--- src/rtl/uart_tx_engine_pkg.sv ---
// Shared definitions for the UART transmit engine: state encodings,
// control-byte bit positions and status-byte bit positions.
package uart_tx_engine_pkg;

    typedef enum logic [2:0] {
        ST_IDLE   = 3'd0,
        ST_START  = 3'd1,
        ST_DATA   = 3'd2,
        ST_PARITY = 3'd3,
        ST_STOP   = 3'd4
    } state_t;

    localparam int UC_SEND  = 0;
    localparam int UC_PAR   = 1;
    localparam int UC_STOP2 = 2;
    localparam int UC_CLR   = 3;

    localparam int SB_BUSY    = 0;
    localparam int SB_DONE    = 1;
    localparam int SB_OVERRUN = 2;

endpackage

--- src/rtl/uart_tx_engine_baud_gen.sv ---
// Bit-period timer: free-runs 0..CLKS_PER_BIT-1 while run is high,
// pulses bit_tick on the last count, and sits at zero while idle.
module uart_baud_gen #(
    parameter int CLKS_PER_BIT = 104
) (
    input  logic clk,
    input  logic rst,
    input  logic run,
    output logic bit_tick
);

    localparam int W = (CLKS_PER_BIT > 1) ? $clog2(CLKS_PER_BIT) : 1;
    localparam logic [W-1:0] LAST = W'(CLKS_PER_BIT - 1);

    logic [W-1:0] r_cnt;

    assign bit_tick = run && (r_cnt == LAST);

    always_ff @(posedge clk or posedge rst) begin
        if (rst) begin
            r_cnt <= '0;
        end else if (!run || bit_tick) begin
            r_cnt <= '0;
        end else begin
            r_cnt <= r_cnt + W'(1);
        end
    end

endmodule

--- src/rtl/uart_tx_engine.sv ---
// UART transmitter behind the CPU's uart_data/uart_ctrl registers:
// one 8N1/8E1/8N2/8E2 frame per rising edge of the send bit.
module uart_tx_engine
    import uart_tx_engine_pkg::*;
#(
    parameter int CLKS_PER_BIT = 104
) (
    input  logic       clk,
    input  logic       rst,
    input  logic [7:0] uart_d,
    input  logic [7:0] uart_c,
    output logic       tx,
    output logic       busy,
    output logic       done,
    output logic [7:0] status
);

    state_t     r_state;
    state_t     w_state_nxt;
    logic       r_req_prev;
    logic [7:0] r_data;
    logic       r_par_en;
    logic       r_stop2;
    logic [2:0] r_bit;
    logic [2:0] w_bit_nxt;
    logic       r_done;
    logic       r_done_flag;
    logic       r_overrun;
    logic       w_edge;
    logic       w_busy;
    logic       w_clr;
    logic       w_tick;
    logic       w_end;
    logic       w_tx;
    logic       w_unused_ctrl;

    assign w_unused_ctrl = &{1'b0, uart_c[7:4]};

    assign w_edge = uart_c[UC_SEND] && !r_req_prev;
    assign w_busy = (r_state != ST_IDLE);
    assign w_clr  = uart_c[UC_CLR];

    uart_baud_gen #(
        .CLKS_PER_BIT(CLKS_PER_BIT)
    ) u_baud (
        .clk      (clk),
        .rst      (rst),
        .run      (w_busy),
        .bit_tick (w_tick)
    );

    always_comb begin
        w_state_nxt = r_state;
        w_bit_nxt   = r_bit;
        w_end       = 1'b0;
        w_tx        = 1'b1;
        unique case (r_state)
            ST_IDLE: begin
                if (w_edge) w_state_nxt = ST_START;
            end
            ST_START: begin
                w_tx = 1'b0;
                if (w_tick) begin
                    w_state_nxt = ST_DATA;
                    w_bit_nxt   = 3'd0;
                end
            end
            ST_DATA: begin
                w_tx = r_data[r_bit];
                if (w_tick) begin
                    w_bit_nxt = r_bit + 3'd1;
                    if (r_bit == 3'd7) begin
                        w_state_nxt = r_par_en ? ST_PARITY : ST_STOP;
                    end
                end
            end
            ST_PARITY: begin
                w_tx = ^r_data;
                if (w_tick) w_state_nxt = ST_STOP;
            end
            ST_STOP: begin
                // r_bit[0] marks the second stop bit of a two-stop frame
                if (w_tick) begin
                    if (r_stop2 && !r_bit[0]) begin
                        w_bit_nxt = 3'd1;
                    end else begin
                        w_bit_nxt   = 3'd0;
                        w_state_nxt = ST_IDLE;
                        w_end       = 1'b1;
                    end
                end
            end
            default: begin
                w_state_nxt = ST_IDLE;
                w_bit_nxt   = 3'd0;
            end
        endcase
    end

    always_ff @(posedge clk or posedge rst) begin
        if (rst) begin
            r_state     <= ST_IDLE;
            r_req_prev  <= 1'b1;
            r_data      <= 8'h00;
            r_par_en    <= 1'b0;
            r_stop2     <= 1'b0;
            r_bit       <= 3'd0;
            r_done      <= 1'b0;
            r_done_flag <= 1'b0;
            r_overrun   <= 1'b0;
        end else begin
            r_state    <= w_state_nxt;
            r_bit      <= w_bit_nxt;
            r_req_prev <= uart_c[UC_SEND];
            r_done     <= w_end;
            if (!w_busy && w_edge) begin
                r_data   <= uart_d;
                r_par_en <= uart_c[UC_PAR];
                r_stop2  <= uart_c[UC_STOP2];
            end
            if (w_end) begin
                r_done_flag <= 1'b1;
            end else if (w_clr) begin
                r_done_flag <= 1'b0;
            end
            if (w_busy && w_edge) begin
                r_overrun <= 1'b1;
            end else if (w_clr) begin
                r_overrun <= 1'b0;
            end
        end
    end

    assign tx   = w_tx;
    assign busy = w_busy;
    assign done = r_done;

    always_comb begin
        status             = 8'h00;
        status[SB_BUSY]    = w_busy;
        status[SB_DONE]    = r_done_flag;
        status[SB_OVERRUN] = r_overrun;
    end

endmodule
--- config.mk ---
export PLATFORM = sky130hd
export DESIGN_NAME = uart_tx_engine
export DESIGN_NICKNAME = d
export VERILOG_FILES = /design/src/rtl/uart_tx_engine_pkg.sv /design/src/rtl/uart_tx_engine_baud_gen.sv /design/src/rtl/uart_tx_engine.sv
export SDC_FILE = /design/constraint.sdc
export NUM_CORES = 1
export LEC_CHECK = 0
export BUFFER_PORTS_ARGS = -buffer_cell sky130_fd_sc_hd__buf_4
export CORE_UTILIZATION = 54
export DETAILED_ROUTE_END_ITERATION = 12
export GPL_ROUTABILITY_DRIVEN = 0
export HOLD_SLACK_MARGIN = 0.1
export PLACE_DENSITY = 0.78
export SLEW_MARGIN = 20
export SYNTH_ARGS = -nofsm -noshare
export SYNTH_HDL_FRONTEND = slang
export SYNTH_SLANG_ARGS = --single-unit
--- constraint.sdc ---
create_clock -name clk -period 2.05 [get_ports clk]
set_input_delay 0.41 -clock clk [delete_from_list [all_inputs] [get_ports clk]]
set_output_delay 0.41 -clock clk [all_outputs]
set_load 0.05 [all_outputs]
==> results.cfg <==
[floorplan]
start_util_pct = 56.6
core_um2 = 2730
rows = 19
die_y_um = 55.5
die_x_um = 55.5
io_pins = 29
die_area_um2 = 3080

[sta]
rsz0062_at_grt = yes
setup_viol = 1
final_max_slew_viol_count = 0
min_period_ps = 2130
finalClockSkew_ps = 11.3
worst_slack_ps = -85.0
finalCritPeriodShare_pct = 104
max_freq_mhz = 468
hold_violations = 0

[clock_tree]
clkSinkCount = 27
clock-root-buffer = clkbuf_4
clk_latency_ps = 330
cts_inserted_buffers = 3
clkSlewWorstSetupHoldPaths_ps = 150
htreeDepth = 1
cts_tree = built
clockBufferDepth = 2

[routing]
vias = 1114
dr.pass1.iters = 4
vias_per_cell = 5.65
drt_first_iter_violations = 28
finalWirelength_mm = 2.96
antenna_left = 0
drc = 0
wl_per_cell_um = 15.0

[layout]
fillerInstances = 201
area_growth_syn_to_layout_pct = 14.9
n_antenna_cell = 0
ff_latch_area_um2 = 677
drive_gt1_share_pct = 31.3
nets = 188
finish.utilization_pct = 65.0
multi_input_area_um2 = 758

[worst_setup_path]
slowest_delay_ps = 470
crit_arrival_ps = 1720
required_ps = 1640
critical_path.cell_chain = mux4_2 -> o211ai_1 -> o221ai_2 -> buf_6
worstPathMaxFanout = 3
cp_top_family = multiplexers
cp_slowest_cell = mux4_2
worstSetupPathType = flop to output port
crit_path_start_kind = flop
cp.buffers_inverters = 1
endpoint_kind = output port

[logic_synthesis]
synthTopCellsByCount = dfrtp_1 (26), mux2_4 (10), nand2_1 (10), nor2_1 (9)
yosysWarnings = 0
ys_seq_area_share_pct = 43.8
ys.flop_type = dfrtp_1
synth_top_area_share_pct = 42.1
synth-edff-count = 0
synth_area_um2 = 1550
synth_cells = 141
ys_async_sr_fraction_pct = 100
avgSynthCellArea_um2 = 11.0
ys_ff_latch = 27
synth_area_leader_cell = dfrtp_1
synth_most_common_cell = dfrtp_1
yosys-top-cells-area = dfrtp_1 (42%), mux2_4 (9.7%), xnor2_1 (4.5%)
synth_cell_types = 38

[run_status]
status = complete, but fails checks
violations = setup timing

[power]
switching_share_pct = 25.2
powerDensity_nw_per_um2 = 512
p_int_w = 0.000681
sequentialPowerShare_pct = 61.3
leakagePower_nw = 0.853
p_clk_share_pct = 25.6
peakVddDrop_v = 0.000551
switchingPower_w = 0.000229
totalPowerFinal_w = 0.000910
p_comb_share_pct = 13.1

[min_path]
hp-class = input pin to flop

[place]
dp_slack_ps = 254
hpwlAfterDp_mm = 2.18
port_buffers = 19

[grt]
grt_pass1_wl_mm = 5.29
grt_pass1_vias = 1121
antenna_found_initial = 0
overflow = 0
grtUsageTotal_pct = 21.9
grt_max_degree = 16

[run]
cap_violations = 0
through the flow:
step	instance area (um^2)	setup TNS (ps)	std cells	hold slack [ps]
floorplan	1570	0	145	414
global placement	1700	0	187	440
detailed placement	1700	0	187	445
CTS	1770	-112	196	175
global route	1780	-147	197	163
finish	1780	-85.0	197	187
path summary, 6_finish.rpt:
check	from	to	slack [ps]	cells after the start
worst max-delay path	r_data[3]$_DFFE_PP0P_	tx	-80	4
worst min-delay path	uart_c[0]	r_req_prev$_DFF_PP1_	190	1
worst max register to register	r_state[1]$_DFFE_PP0P_	r_state[0]$_DFFE_PP0P_	220	5
worst min register to register	u_baud.r_cnt[0]$_DFF_PP0_	u_baud.r_cnt[0]$_DFF_PP0_	490	1
max in group asynchronous	rst	r_state[0]$_DFFE_PP0P_	860	4
min in group asynchronous	rst	r_stop2$_DFFE_PP0P_	610	3
metal layers:
| metal | vias to the layer above | track usage (%) | part of all wire, % |
|---|---|---|---|
| met5 | - | 0 | 0 |
| met4 | 0 | 7.86 | 1.2 |
| met3 | 4 | 2.11 | 2.9 |
| met2 | 27 | 35.6 | 50 |
| met1 | 549 | 30.7 | 46 |
| li1 | 534 | - | - |
layout by cell type (no fill, tap or decap), types with 6 or more instances in the layout:
cell type   n
inv_1       8
xnor2_1     8
mux2_4     10
nand3_1     7
dfrtp_1    26
nand2_1    10
nor2_1      9
and3_1      6
buf_4      28
kinds of logic after synthesis:
| group | synth area share (%) |
|---|---|
| adders and majority gates | 2.43 |
| DFF | 43.8 |
| buffers and inverters | 8.58 |
| other | 0.242 |
| and+or+nand+nor | 16.5 |
| AOI/OAI and AO/OA | 9.14 |
| xor gates and xnor gates | 6.23 |
| muxes | 13.1 |
cell type report:
| cell class | instances | area share (%) |
|---|---|---|
| multi-input cells | 95 | 42.7 |
| clock buffers | 4 | 1.48 |
| repair buffers | 31 | 13.7 |
| flip-flops and latches | 27 | 38.1 |
| inverters | 9 | 1.90 |
| well taps | 31 | 2.18 |
sequential cells by signal, indices dropped and copies added, names as in the netlist:
register	cells
u_baud.r_cnt	7
r_bit	3
r_state	3
r_par_en	1
r_req_prev	1
r_done_flag	1
r_stop2	1
r_data	8
done	1
r_overrun	1
power by group through the flow:
| stage | logic [W] | registers, W | clock network (W) |
|---|---|---|---|
| 6_report | 0.000120 | 0.000557 | 0.000233 |
| 5_1_grt | 0.000130 | 0.000559 | 0.000256 |
| 4_1_cts | 0.000119 | 0.000557 | 0.000239 |
| 3_5_place_dp | 0.000111 | 0.000568 | 0 |
| 3_3_place_gp | 0.000108 | 0.000566 | 0 |
| 2_1_floorplan | 0.0000894 | 0.000564 | 0 |
repair_timing:
item	4_1_cts	5_1_grt
pin swaps	1	4
hold buffers	1	0
setup endpoints to repair	1	1
buffers inserted	4	1
endpoints found under the hold margin	11	0
gates resized for setup	1	1
No activity file was read; power rests on OpenSTA's default activity.
